$ cat src/rtl/acc_drain_fp16.sv
// rtl/acc_drain_fp16.sv - snapshot PE (exp, acc) pairs on done and stream them out as FP16
//
// Ports:
//   clk, rst              rising-edge clock, asynchronous active-high reset
//   done                  array-complete pulse; captures all PE pairs when idle
//   exp_in                PE l exponent at [l*EXP_WIDTH +: EXP_WIDTH]
//   acc_in                PE l accumulator at [l*ACC_WIDTH +: ACC_WIDTH]
//   out_valid/out_ready   result handshake, one beat per accepted transfer
//   out_data              FP16 result (round-to-nearest-even, no subnormals)
//   out_idx               PE index (row*N + col) of out_data
//   out_last              marks the beat for PE N*N-1
//   busy                  a snapshot is held and not all beats are accepted
//   overrun               sticky: done arrived while busy
module acc_drain_fp16 #(
    parameter int N         = 2,
    parameter int ACC_WIDTH = 32,
    parameter int ACC_FRAC  = 10,
    parameter int EXP_WIDTH = 5,
    parameter int IDX_WIDTH = 4
) (
    input  logic                         clk,
    input  logic                         rst,
    input  logic                         done,
    input  logic [N*N*EXP_WIDTH-1:0]     exp_in,
    input  logic [N*N*ACC_WIDTH-1:0]     acc_in,
    output logic                         out_valid,
    input  logic                         out_ready,
    output logic [15:0]                  out_data,
    output logic [IDX_WIDTH-1:0]         out_idx,
    output logic                         out_last,
    output logic                         busy,
    output logic                         overrun
);

    localparam int NN   = N * N;
    localparam int PW   = $clog2(ACC_WIDTH);
    localparam int EW   = PW + EXP_WIDTH + 3;
    // One extra bit so the pointer can reach NN even when 2^IDX_WIDTH == NN.
    localparam int PTRW = IDX_WIDTH + 1;
    localparam logic [PTRW-1:0] NN_P   = PTRW'(NN);
    localparam logic [PTRW-1:0] LAST_P = PTRW'(NN - 1);

    typedef enum logic [0:0] {IDLE, DRAIN} state_t;

    state_t state, state_next;

    logic [EXP_WIDTH-1:0] snap_exp [NN];
    logic [ACC_WIDTH-1:0] snap_acc [NN];
    logic [PTRW-1:0]      ptr;

    logic                 capture;
    logic                 load;
    logic                 finish;
    logic [EXP_WIDTH-1:0] sel_exp;
    logic [ACC_WIDTH-1:0] sel_acc;
    logic [15:0]          conv_data;

    function automatic logic [15:0] conv(input logic [EXP_WIDTH-1:0] e,
                                         input logic [ACC_WIDTH-1:0] a);
        logic                 s;
        logic [ACC_WIDTH-1:0] m;
        logic [ACC_WIDTH-1:0] norm;
        logic [PW-1:0]        p;
        logic [PW:0]          sh;
        logic [9:0]           mant;
        logic                 g;
        logic                 st;
        logic [10:0]          mr;
        logic signed [EW-1:0] eb;
        logic [15:0]          r;
        s = a[ACC_WIDTH-1];
        // Two's complement negate; the most negative value maps to 2^(W-1).
        m = s ? (~a + 1'b1) : a;
        p = '0;
        for (int i = 0; i < ACC_WIDTH; i++) begin
            if (m[i]) p = PW'(i);
        end
        // Shift the leading one out the top so the mantissa sits at the MSBs;
        // low bits beyond the magnitude fill with zeros.
        sh   = (PW + 1)'(ACC_WIDTH) - {1'b0, p};
        norm = m << sh;
        mant = norm[ACC_WIDTH-1 -: 10];
        g    = norm[ACC_WIDTH-11];
        st   = |norm[ACC_WIDTH-12:0];
        mr   = {1'b0, mant} + 11'(g && (st || mant[0]));
        // Mantissa carry-out leaves mr[9:0] == 0 and bumps the exponent.
        eb   = EW'(p) + EW'(e) + EW'(mr[10]) - EW'(ACC_FRAC);
        if (m == '0)
            r = 16'h0000;
        else if (eb >= 31)
            r = {s, 5'h1F, 10'h000};
        else if (eb <= 0)
            r = {s, 15'h0000};
        else
            r = {s, eb[4:0], mr[9:0]};
        return r;
    endfunction

    always_comb begin
        sel_exp = '0;
        sel_acc = '0;
        for (int i = 0; i < NN; i++) begin
            if (ptr == PTRW'(i)) begin
                sel_exp = snap_exp[i];
                sel_acc = snap_acc[i];
            end
        end
    end

    assign conv_data = conv(sel_exp, sel_acc);

    always_ff @(posedge clk or posedge rst) begin
        if (rst) state <= IDLE;
        else     state <= state_next;
    end

    always_comb begin
        state_next = state;
        capture    = 1'b0;
        load       = 1'b0;
        finish     = 1'b0;
        case (state)
            IDLE: begin
                if (done) begin
                    capture    = 1'b1;
                    state_next = DRAIN;
                end
            end
            DRAIN: begin
                load   = (!out_valid || out_ready) && (ptr < NN_P);
                finish = out_valid && out_ready && out_last && !load;
                if (finish) state_next = IDLE;
            end
            default: state_next = IDLE;
        endcase
    end

    always_ff @(posedge clk or posedge rst) begin
        if (rst) begin
            for (int i = 0; i < NN; i++) begin
                snap_exp[i] <= '0;
                snap_acc[i] <= '0;
            end
            ptr       <= '0;
            out_valid <= 1'b0;
            out_data  <= '0;
            out_idx   <= '0;
            out_last  <= 1'b0;
            overrun   <= 1'b0;
        end else begin
            if (capture) begin
                for (int i = 0; i < NN; i++) begin
                    snap_exp[i] <= exp_in[i*EXP_WIDTH +: EXP_WIDTH];
                    snap_acc[i] <= acc_in[i*ACC_WIDTH +: ACC_WIDTH];
                end
                ptr <= '0;
            end
            // Includes the completion cycle: a done there is not captured.
            if (done && state == DRAIN) overrun <= 1'b1;
            if (load) begin
                out_data  <= conv_data;
                out_idx   <= ptr[IDX_WIDTH-1:0];
                out_last  <= (ptr == LAST_P);
                out_valid <= 1'b1;
                ptr       <= ptr + 1'b1;
            end else if (finish) begin
                out_valid <= 1'b0;
                out_last  <= 1'b0;
            end
        end
    end

    assign busy = (state == DRAIN);

endmodule

$ cat config.mk
export PLATFORM = sky130hd
export DESIGN_NAME = acc_drain_fp16
export DESIGN_NICKNAME = d
export VERILOG_FILES = /design/src/rtl/acc_drain_fp16.sv
export SDC_FILE = /design/constraint.sdc
export NUM_CORES = 1
export LEC_CHECK = 0
export BUFFER_PORTS_ARGS = -buffer_cell sky130_fd_sc_hd__buf_4
export CAP_MARGIN = 20
export CORE_UTILIZATION = 64
export CTS_CLUSTER_DIAMETER = 50
export DETAILED_ROUTE_END_ITERATION = 7
export GPL_TIMING_DRIVEN = 1
export PLACE_DENSITY = 0.95
export SLEW_MARGIN = 20
export SYNTH_ARGS = -nofsm -noshare
export SYNTH_HDL_FRONTEND = slang
export SYNTH_SLANG_ARGS = --single-unit
$ cat constraint.sdc
create_clock -name clk -period 21.6 [get_ports clk]
set_input_delay 3.24 -clock clk [delete_from_list [all_inputs] [get_ports clk]]
set_output_delay 3.24 -clock clk [all_outputs]
set_load 0.005 [all_outputs]
==> impl_metrics.toml <==
[outcome]
status = "completed"

[floorplan]
core-area_sq_mm = 0.0197
die_w_um = 145
ios = 176
floorplan.initialDensity = 0.662
die_y_um = 145
dieArea_sq_mm = 0.0210
row_count = 51

[logic_synthesis]
synth-edff-count = 0
ys.flop_type = "dfrtp_1"
yosysSeqAreaShare = 0.339
synth_area_sq_mm = 0.0131
syn_inst = 1708
avgSynthCellArea_sq_um = 7.65
synth_seq_cells = 177
synth-async-reset-ratio = 1.00
syn_nets = 1877
yosys_warnings = 0
synth_cell_type_count = 103

[cts]
clockBufferDepth = 2
ctsResizeCount = 0
clk_latency_ns = 0.45
clkTransAtPathRegs_ns = 0.08
post_cts_buffers = 0
clock_tree.root_cell = "clkbuf_16"
cts_num_sinks = 177
cts_tree = "yes"
cts_made_buffers = 17
cts-hold-fix-buffers = 0
cts_max_level = 4

[sta]
hold_slack_ns = 0.479
final.setup_skew_ns = 0.0104
drv_slew = 0
maxSlewHeadroom = 0.184
tightest_slew_ns = 1.21
hold_viol = 0
period_minus_slack_ns = 12.13
fmaxAchievable_ghz = 0.0825
post-route-period-util = 0.561
tns_ns = 0
finalSetupViolations = 0
rsz0062_at_grt = "false"
post-route-worst-setup-slack_ns = 9.47

[worst_setup_path]
endpoint_kind = "register"
crit_slowest_cell = "a311oi_1"
arrival_ns = 12.51
cp-start-kind = "register"
worstPathMaxFanout = 53
slowest_delay_ns = 0.65
path_class = "register to register"
cp.required_ns = 21.98

[flow_run]
cap_violations = 0

[grt]
antenna_found_initial = 1
grt_usage = 0.434
grt_max_degree = 116
grt_pass1_wl_um = 69500
grt_overflow = 0
grt_pass1_vias = 13100

[layout]
area_growth_pct = 15.0
diodes = 0
drive_gt1_frac = 0.163
nets = 1979

[route]
drtAntennaViolNets = 0
drt_iter0_drc = 1922
routed_via_density = 6.77
wirelength_um = 43900
first_pass_iters = 6
routedWlPerCell_um = 21.0
drc_errors = 0
vias = 14100

[placement]
dp_hpwl_um = 31400
port_buffers = 175
gp_congestion = 1.04
pre_cts_slack_ns = 9.86

[min_path]
hp-class = "register to register"
[logic make-up after synthesis]
logic type / synth area share
muxes: 0.0353
DFF: 0.339
xor gates and xnor gates: 0.0302
buffers and inverters: 0.0514
adders and majority gates: 0.0182
and+or+nand+nor: 0.295
AOI/OAI and AO/OA: 0.230
[layout make-up]
cell class / count / area, sq um
Clock inverter: 14 / 178
Fill cell: 1359 / 4700
Multi-Input combinational cell: 1374 / 8000
Clock buffer: 18 / 429
Timing Repair Buffer: 198 / 1490
Sequential cell: 177 / 4430
Inverter: 42 / 163
Tap cell: 265 / 332
[cell usage in the layout, fill, tap and decap left out, types with 27 or more instances in the layout]
cell type,Yosys,routed
o21ai_0,78,78
a21oi_1,66,66
inv_1,39,38
dfrtp_1,177,177
nand3_1,31,31
nor2_1,96,95
nand3b_1,27,27
buf_4,10,196
nand2_1,547,547
a211oi_1,28,28
a31oi_1,28,28
nor3_1,40,39
xnor2_1,37,37
[through the flow]
| stage | instances | cell area, sq um | util |
|---|---|---|---|
| 3_5_place_dp | 2056 | 14400 | 0.730 |
| 5_1_grt | 2088 | 15000 | 0.762 |
| 3_3_place_gp | 2056 | 14400 | 0.730 |
| 6_report | 2088 | 15000 | 0.762 |
| 2_1_floorplan | 1708 | 13100 | - |
| 4_1_cts | 2088 | 15000 | 0.761 |
[synthesized netlist by cell type (15+ instances only)]
library cell,count,share of area
xnor2_1,37,0.025
o21ai_0,78,0.030
nor4_1,15,0.0072
a21oi_1,66,0.025
nand2_1,547,0.16
nor2_1,96,0.028
buf_2,24,0.0092
dfrtp_1,177,0.34
a211oi_1,28,0.016
clkbuf_1,74,0.021
nor3_1,40,0.015
nand3_1,31,0.012
and2_1,19,0.0091
a31oi_1,28,0.013
inv_1,39,0.011
nand3b_1,27,0.016
mux2i_1,19,0.015
ha_1,15,0.014
[metal layers]
layer	global-route usage	vias up	share of wire
met4	0.230	0	0.053
met2	0.659	1044	0.45
li1	-	6291	-
met5	0	-	0
met1	0.565	6600	0.38
met3	0.119	199	0.11
[sequential cells by signal, indices dropped and copies added, names as in the netlist]
signal / count
busy: 1
out_data: 16
out_idx: 4
out_last: 1
out_valid: 1
overrun: 1
ptr: 5
snap_acc: 128
snap_exp: 20
[final timing paths]
| path | startpoint | endpoint | slack (ns) | depth (start not counted) |
|---|---|---|---|---|
| setup reg to reg | ptr[0] | out_data[0] | 9.47 | 46 |
| hold / removal | snap_acc[14] | snap_acc[14] | 0.48 | 2 |
| max in group asynchronous | rst | snap_acc[32] | 17.40 | 3 |
| min in group asynchronous | rst | snap_acc[126] | 2.94 | 2 |
| setup / recovery | ptr[0] | out_data[0] | 9.47 | 46 |
| hold reg to reg | snap_acc[14] | snap_acc[14] | 0.48 | 2 |
[worst max-delay path: cells and delay by family, from the launching register on]
| family | cells | cell delay [ns] |
|---|---|---|
| AO/OA/AOI/OAI | 17 | 4.48 |
| XOR/XNOR | 1 | 0.42 |
| adder cells (fa/ha/maj) | 7 | 2.16 |
| buffers and inverters | 9 | 2.23 |
| flip-flops | 1 | 0.44 |
| AND/OR/NAND/NOR | 12 | 2.22 |
Power is not shown: default switching activity piles up to over one toggle a cycle in this logic, so the estimate is an artifact.
